--- src/rtl/bp_me_pkg.sv ---
// bp_me_pkg: shared constants and error encoding for the BedRock memory-command mux.
package bp_me_pkg;

   localparam int mux_default_depth_gp = 8;

   // First protocol violation seen since reset; error_o is any non-none value.
   typedef enum logic [1:0] {
      mux_err_none_e       = 2'd0,
      mux_err_empty_resp_e = 2'd1,
      mux_err_bad_yumi_e   = 2'd2
   } mux_err_e;

endpackage

--- src/rtl/bp_me_mem_cmd_mux_rr_arb.sv ---
// bp_me_mem_cmd_mux_rr_arb: round-robin arbiter; the pointer moves to the grant only on a transfer.
module bp_me_mem_cmd_mux_rr_arb
   import bp_me_pkg::*;
#(
   parameter int num_clients_p = 4,
   localparam int lg_clients_lp = (num_clients_p > 1) ? $clog2(num_clients_p) : 1
)
(
   input  logic                     clk_i,
   input  logic                     reset_i,
   input  logic [num_clients_p-1:0] v_i,
   input  logic                     yumi_i,
   output logic [num_clients_p-1:0] grant_oh_o,
   output logic [lg_clients_lp-1:0] grant_id_o,
   output logic                     v_o
);

   logic [lg_clients_lp-1:0] ptr_q, ptr_d;

   function automatic logic [lg_clients_lp-1:0] wrap_add(input logic [lg_clients_lp-1:0] p, input int i);
      return lg_clients_lp'((int'(p) + i) % num_clients_p);
   endfunction

   // Scan downward so the nearest client after the pointer wins.
   always_comb begin
      grant_id_o = '0;
      for (int i = num_clients_p; i >= 1; i--)
         if (v_i[wrap_add(ptr_q, i)]) grant_id_o = wrap_add(ptr_q, i);
      v_o = |v_i;
      grant_oh_o = v_o ? (num_clients_p'(1) << grant_id_o) : '0;
      ptr_d = yumi_i ? grant_id_o : ptr_q;
   end

   always_ff @(posedge clk_i or posedge reset_i)
      if (reset_i) ptr_q <= lg_clients_lp'(num_clients_p - 1);
      else ptr_q <= ptr_d;

endmodule

--- src/rtl/bp_me_mem_cmd_mux.sv ---
// bp_me_mem_cmd_mux: N-to-1 BedRock mem_cmd mux with in-order response routing via a source-ID FIFO.
// Optional per-client counters and outstanding high-water mark under BP_ME_MEM_CMD_MUX_STATS_EN.
module bp_me_mem_cmd_mux
   import bp_me_pkg::*;
#(
   parameter int num_clients_p = 4,
   parameter int msg_width_p = 128,
   parameter int max_outstanding_p = mux_default_depth_gp,
   localparam int lg_clients_lp = (num_clients_p > 1) ? $clog2(num_clients_p) : 1,
   localparam int cnt_width_lp = $clog2(max_outstanding_p + 1),
   localparam int ptr_width_lp = (max_outstanding_p > 1) ? $clog2(max_outstanding_p) : 1
)
(
   input  logic                                 clk_i,
   input  logic                                 reset_i,
   input  logic [num_clients_p*msg_width_p-1:0] client_cmd_i,
   input  logic [num_clients_p-1:0]             client_cmd_v_i,
   output logic [num_clients_p-1:0]             client_cmd_ready_o,
   output logic [msg_width_p-1:0]               client_resp_o,
   output logic [num_clients_p-1:0]             client_resp_v_o,
   input  logic [num_clients_p-1:0]             client_resp_yumi_i,
   output logic [msg_width_p-1:0]               mem_cmd_o,
   output logic                                 mem_cmd_v_o,
   input  logic                                 mem_cmd_ready_i,
   input  logic [msg_width_p-1:0]               mem_resp_i,
   input  logic                                 mem_resp_v_i,
   output logic                                 mem_resp_yumi_o,
   output logic [cnt_width_lp-1:0]              outstanding_o,
   output logic                                 error_o
`ifdef BP_ME_MEM_CMD_MUX_STATS_EN
   ,
   output logic [num_clients_p*32-1:0]          cmd_count_o,
   output logic [cnt_width_lp-1:0]              hwm_o
`endif
);

   logic [lg_clients_lp-1:0] fifo_mem_q [max_outstanding_p];
   logic [ptr_width_lp-1:0]  rptr_q, rptr_d, wptr_q, wptr_d;
   logic [cnt_width_lp-1:0]  count_q, count_d;
   logic [lg_clients_lp-1:0] grant_id, head;
   logic [num_clients_p-1:0] grant_oh;
   logic                     arb_v, full, empty, enq, deq, err_empty, err_yumi;
   mux_err_e                 err_q, err_d;

   function automatic logic [ptr_width_lp-1:0] next_ptr(input logic [ptr_width_lp-1:0] p);
      return (p == ptr_width_lp'(max_outstanding_p - 1)) ? '0 : p + 1'b1;
   endfunction

   bp_me_mem_cmd_mux_rr_arb #(.num_clients_p(num_clients_p)) arb (
      .clk_i(clk_i),
      .reset_i(reset_i),
      .v_i(client_cmd_v_i),
      .yumi_i(enq),
      .grant_oh_o(grant_oh),
      .grant_id_o(grant_id),
      .v_o(arb_v)
   );

   assign full = count_q == cnt_width_lp'(max_outstanding_p);
   assign empty = count_q == '0;
   assign head = fifo_mem_q[rptr_q];

   assign mem_cmd_o = client_cmd_i[grant_id*msg_width_p +: msg_width_p];
   assign mem_cmd_v_o = arb_v & ~full & ~reset_i;
   assign client_cmd_ready_o = (mem_cmd_ready_i & ~full & ~reset_i) ? grant_oh : '0;
   assign enq = mem_cmd_v_o & mem_cmd_ready_i;

   assign client_resp_o = mem_resp_i;
   assign client_resp_v_o = (mem_resp_v_i & ~empty & ~reset_i) ? (num_clients_p'(1) << head) : '0;
   assign deq = client_resp_yumi_i[head] & client_resp_v_o[head];
   assign mem_resp_yumi_o = deq;

   assign err_empty = mem_resp_v_i & empty;
   assign err_yumi = |(client_resp_yumi_i & ~client_resp_v_o);
   assign outstanding_o = count_q;
   assign error_o = err_q != mux_err_none_e;

   always_comb begin
      rptr_d = deq ? next_ptr(rptr_q) : rptr_q;
      wptr_d = enq ? next_ptr(wptr_q) : wptr_q;
      count_d = (enq & ~deq) ? count_q + 1'b1 : (deq & ~enq) ? count_q - 1'b1 : count_q;
      err_d = (err_q != mux_err_none_e) ? err_q
            : err_empty ? mux_err_empty_resp_e
            : err_yumi ? mux_err_bad_yumi_e : mux_err_none_e;
   end

   always_ff @(posedge clk_i or posedge reset_i)
      if (reset_i) begin
         rptr_q <= '0;
         wptr_q <= '0;
         count_q <= '0;
         err_q <= mux_err_none_e;
      end else begin
         rptr_q <= rptr_d;
         wptr_q <= wptr_d;
         count_q <= count_d;
         err_q <= err_d;
      end

   // Payload storage needs no reset: entries are only read while count_q is nonzero.
   always_ff @(posedge clk_i)
      if (enq) fifo_mem_q[wptr_q] <= grant_id;

`ifdef BP_ME_MEM_CMD_MUX_STATS_EN
   logic [num_clients_p-1:0][31:0] cmd_count_q;
   logic [cnt_width_lp-1:0]        hwm_q;

   always_ff @(posedge clk_i or posedge reset_i)
      if (reset_i) begin
         cmd_count_q <= '0;
         hwm_q <= '0;
      end else begin
         for (int k = 0; k < num_clients_p; k++)
            if (enq && grant_id == lg_clients_lp'(k) && cmd_count_q[k] != 32'hFFFF_FFFF)
               cmd_count_q[k] <= cmd_count_q[k] + 32'd1;
         hwm_q <= (count_d > hwm_q) ? count_d : hwm_q;
      end

   assign cmd_count_o = cmd_count_q;
   assign hwm_o = hwm_q;
`endif

endmodule

--- config.mk ---
export PLATFORM = sky130hd
export DESIGN_NAME = bp_me_mem_cmd_mux
export DESIGN_NICKNAME = d
export VERILOG_FILES = /design/src/rtl/bp_me_pkg.sv /design/src/rtl/bp_me_mem_cmd_mux_rr_arb.sv /design/src/rtl/bp_me_mem_cmd_mux.sv
export SDC_FILE = /design/constraint.sdc
export NUM_CORES = 1
export LEC_CHECK = 0
export ABC_AREA = 1
export CAP_MARGIN = 20
export CORE_AREA = 2 2 360 362
export DETAILED_ROUTE_END_ITERATION = 7
export DIE_AREA = 0 0 362 364
export PLACE_DENSITY = 0.38
export SETUP_SLACK_MARGIN = 0.3
export SLEW_MARGIN = 10
export SYNTH_ARGS = -nofsm -noshare
export SYNTH_HDL_FRONTEND = slang
export SYNTH_SLANG_ARGS = --single-unit
--- constraint.sdc ---
create_clock -name clk_i -period 4.3 [get_ports clk_i]
set_input_delay 0.43 -clock clk_i [delete_from_list [all_inputs] [get_ports clk_i]]
set_output_delay 0.43 -clock clk_i [all_outputs]
set_load 0.005 [all_outputs]
==> results.cfg <==
[drt]
drt_wl_total_um = 74700
wl_per_cell_um = 19.7
drtIter0Drc = 746
vias = 12132
detail-route-antenna-nets = 0
vias_per_cell = 3.20
first_pass_iters = 5
drc = 0

[clock_tree]
cts_setup_buffers = 0
clkTransAtPathRegs_ns = 0.05
ctsLongestPathBuffers = 2
cts_hold_buf = 0
htree_levels = 2
cts_buffers = 5
clockRootBuffer = clkbuf_16
ctsResizeCount = 0
cts_sinks = 30
clk_latency_ns = 0.28
cts_tree = done

[finish]
synthToLayoutAreaGrowth_pct = 103
final_cells = 3797
nets = 2778
drive_gt1_frac = 0.0514

[global_routing]
grt_pass1_vias = 11968
grt_pass1_wl_um = 98900
grt_util_all_layers = 0.107
grt_max_degree = 80
grt_overflow = 0
antenna_found_initial = 28

[synthesis]
syn_nets = 2285
synth_cells = 1625
synth-edff-count = 16
yosys.area_share.simple = 0.654
synth_warnings = 0
synth_xor_area_frac = 0.00549
synth_compound_area_frac = 0.00909
synth_area_mm2 = 0.00798
ys_seq_area_frac = 0.104
yosysTopAreaCellShare = 0.460
yosysUniqueCellTypes = 33
synth_commonest_cells = nand2_1 (979), nand3_1 (277), buf_4 (143), buf_2 (75), inv_1 (37)
yosysTopAreaCell = nand2_1
yosysMostFrequentCell = nand2_1
yosys.area_share.adder = 0.0135
synth_top_family_by_area = simple AND/OR/NAND/NOR gates
ys.flop_type = edfxtp_1
ys_top_cells_by_area = nand2_1 (46%), nand3_1 (17%), buf_4 (13%), edfxtp_1 (6.0%), buf_2 (4.7%)
synthArstFlopShare = 0.467
synthMuxAreaShare = 0.00141
ys_ff_latch = 30
syn_area_per_cell_um2 = 4.91

[placement]
pre_cts_slack_ns = 0.526
place_inst = 3786
dp_hpwl_um = 64900
numPortBuffers = 666
gp_congestion = 0.879

[floorplanning]
core_mm2 = 0.128
die_h_um = 364
rows = 132
initial_utilization = 0.0622
dieArea_mm2 = 0.132
die_w_um = 362
pin_count = 923

[status]
outcome = finished clean

[pwr]
p_sw_uw = 10400
power.density_mw_per_mm2 = 1130
p_leak_uw = 0.00738
combPwrFrac = 0.952
swShare = 0.565
seqPwrFrac = 0.030
vdd_drop_max_v = 0.000522
clkPwrFrac = 0.019
internal_power_uw = 7970

[critical_path]
crit_path_start_kind = primary input
cpPeakStageDelay_ns = 0.56
r2r_cells = 13
path_cells = clkdlybuf4s50_1 -> inv_1 -> o21ai_1 -> nand2_1 -> nand2_1 -> nand3_2 -> nand3_4 -> buf_12 -> buf_4 -> nand3_1 -> nand2_1 -> nand2_1 -> nand2_1 -> clkdlybuf4s50_1
end_kind = output pin
worstSetupStartpoint = client_cmd_v_i[1]
cp.required_ns = 3.87
worstReg2RegEnd = outstanding_o[3]
path_common_cell = nand2_1
cpMaxStageDelayCell = clkdlybuf4s50_1
path_class = in -> out
crit_fanout = 72
rrSetupSlack_ns = 0.95
r2r-start = outstanding_o[0]
crit_arrival_ns = 3.33

[worst_hold_path]
hp-class = reg -> reg
worstHoldStart = err_q[1]
hold_depth = 1
whs_endpoint = err_q[0]

[run]
maxCapViolCount = 0

[sta]
tightest_slew_ns = 0.681
period_share = 0.875
timing.fmax_mhz = 266
skew_ns = 0.00915
holdWs_ns = 0.459
tns_ns = 0
relSlewSlack = 0.546
finalSetupViolCount = 0
drv_slew = 0
hold_viol = 0
rsz0062_at_grt = false
finalCriticalPeriod_ns = 3.76
setup_slack_ns = 0.538
-- registers in the layout (all words and copies together), names as in the netlist --
signal and flops:
rptr_q 3, arb.ptr_q 2, err_q 2, fifo_mem_q 16, wptr_q 3, outstanding_o 4
-- per-stage QoR --
| step | instance area, um2 | util | total power, uW |
|---|---|---|---|
| after detailed placement | 16000 | 0.125 | 18500 |
| final | 16200 | 0.126 | 18300 |
| after global placement | 16000 | 0.125 | 18600 |
| after CTS | 16200 | 0.126 | 18900 |
| after floorplan | 7980 | - | 7990 |
| after global routing | 16200 | 0.126 | 20200 |
-- cells by family after synthesis --
logic type      after synthesis
simple gates               1286
buf+inv                     282
flops                        30
compound gates               13
fa+ha+maj                     8
xor+xnor                      5
mux                           1
-- worst max-delay path, delay by kind of cell --
kind                   cells  cell delay [ns]
buffers and inverters      5             1.69
and+or+nand+nor            8             0.77
AOI/OAI and AO/OA          1             0.24
-- layout by cell type, fill, tap and decap left out, types with 2 or more instances in the layout --
| master | synthesis | routed |
|---|---|---|
| xnor2_1 | 3 | 3 |
| inv_1 | 37 | 36 |
| buf_4 | 143 | 57 |
| nand2_8 | 0 | 2 |
| clkbuf_16 | 0 | 5 |
| diode_2 | 0 | 3 |
| o21ai_1 | 2 | 2 |
| nand2_1 | 979 | 978 |
| inv_2 | 2 | 2 |
| nand3_1 | 277 | 277 |
| buf_12 | 0 | 32 |
| edfxtp_1 | 16 | 16 |
| xor2_1 | 2 | 2 |
| nor3_1 | 2 | 2 |
| dfrtp_1 | 12 | 12 |
| ha_1 | 7 | 7 |
| nor4_1 | 2 | 2 |
| o21ai_0 | 7 | 7 |
| nor2_1 | 18 | 18 |
| clkinv_1 | 1 | 2 |
| dfstp_2 | 2 | 2 |
| clkdlybuf4s50_1 | 0 | 639 |
-- power by group through the flow --
stage          sequential (uW)  combinational (uW)  clock (uW)
5_1_grt                    560               19300         361
2_1_floorplan              503                7490           0
3_3_place_gp               548               18100           0
3_5_place_dp               547               17900           0
6_report                   542               17500         340
4_1_cts                    543               18000         346
-- worst max-delay path by stage --
stage	end	slack (ns)	cells after the start
detailed placement	mem_cmd_o[53]	0.53	15
finish	mem_cmd_o[23]	0.54	14
global route	mem_cmd_o[53]	0.38	15
CTS	mem_cmd_o[53]	0.52	15
global placement	mem_cmd_o[118]	0.47	14
floorplan	outstanding_o[3]	1.53	13
-- final cells by class --
class / count / area [um2]
diodes: 3 / 7.51
clock buffers: 5 / 125
clock inverters: 3 / 16.3
fillers: 14938 / 112000
inverters: 40 / 155
multi-input cells: 1313 / 5490
flip-flops and latches: 30 / 833
well taps: 1675 / 2100
repair buffers: 728 / 7460
-- metal layers --
layer  wire [um]  vias up  track usage
met3        9070       79       0.0510
met1       32500     5406        0.138
met5         218        -            0
met2       31900      693        0.165
met4        1000       34       0.0126
li1            -     5920            -
Note: power is estimated with default switching activity, not from simulation.
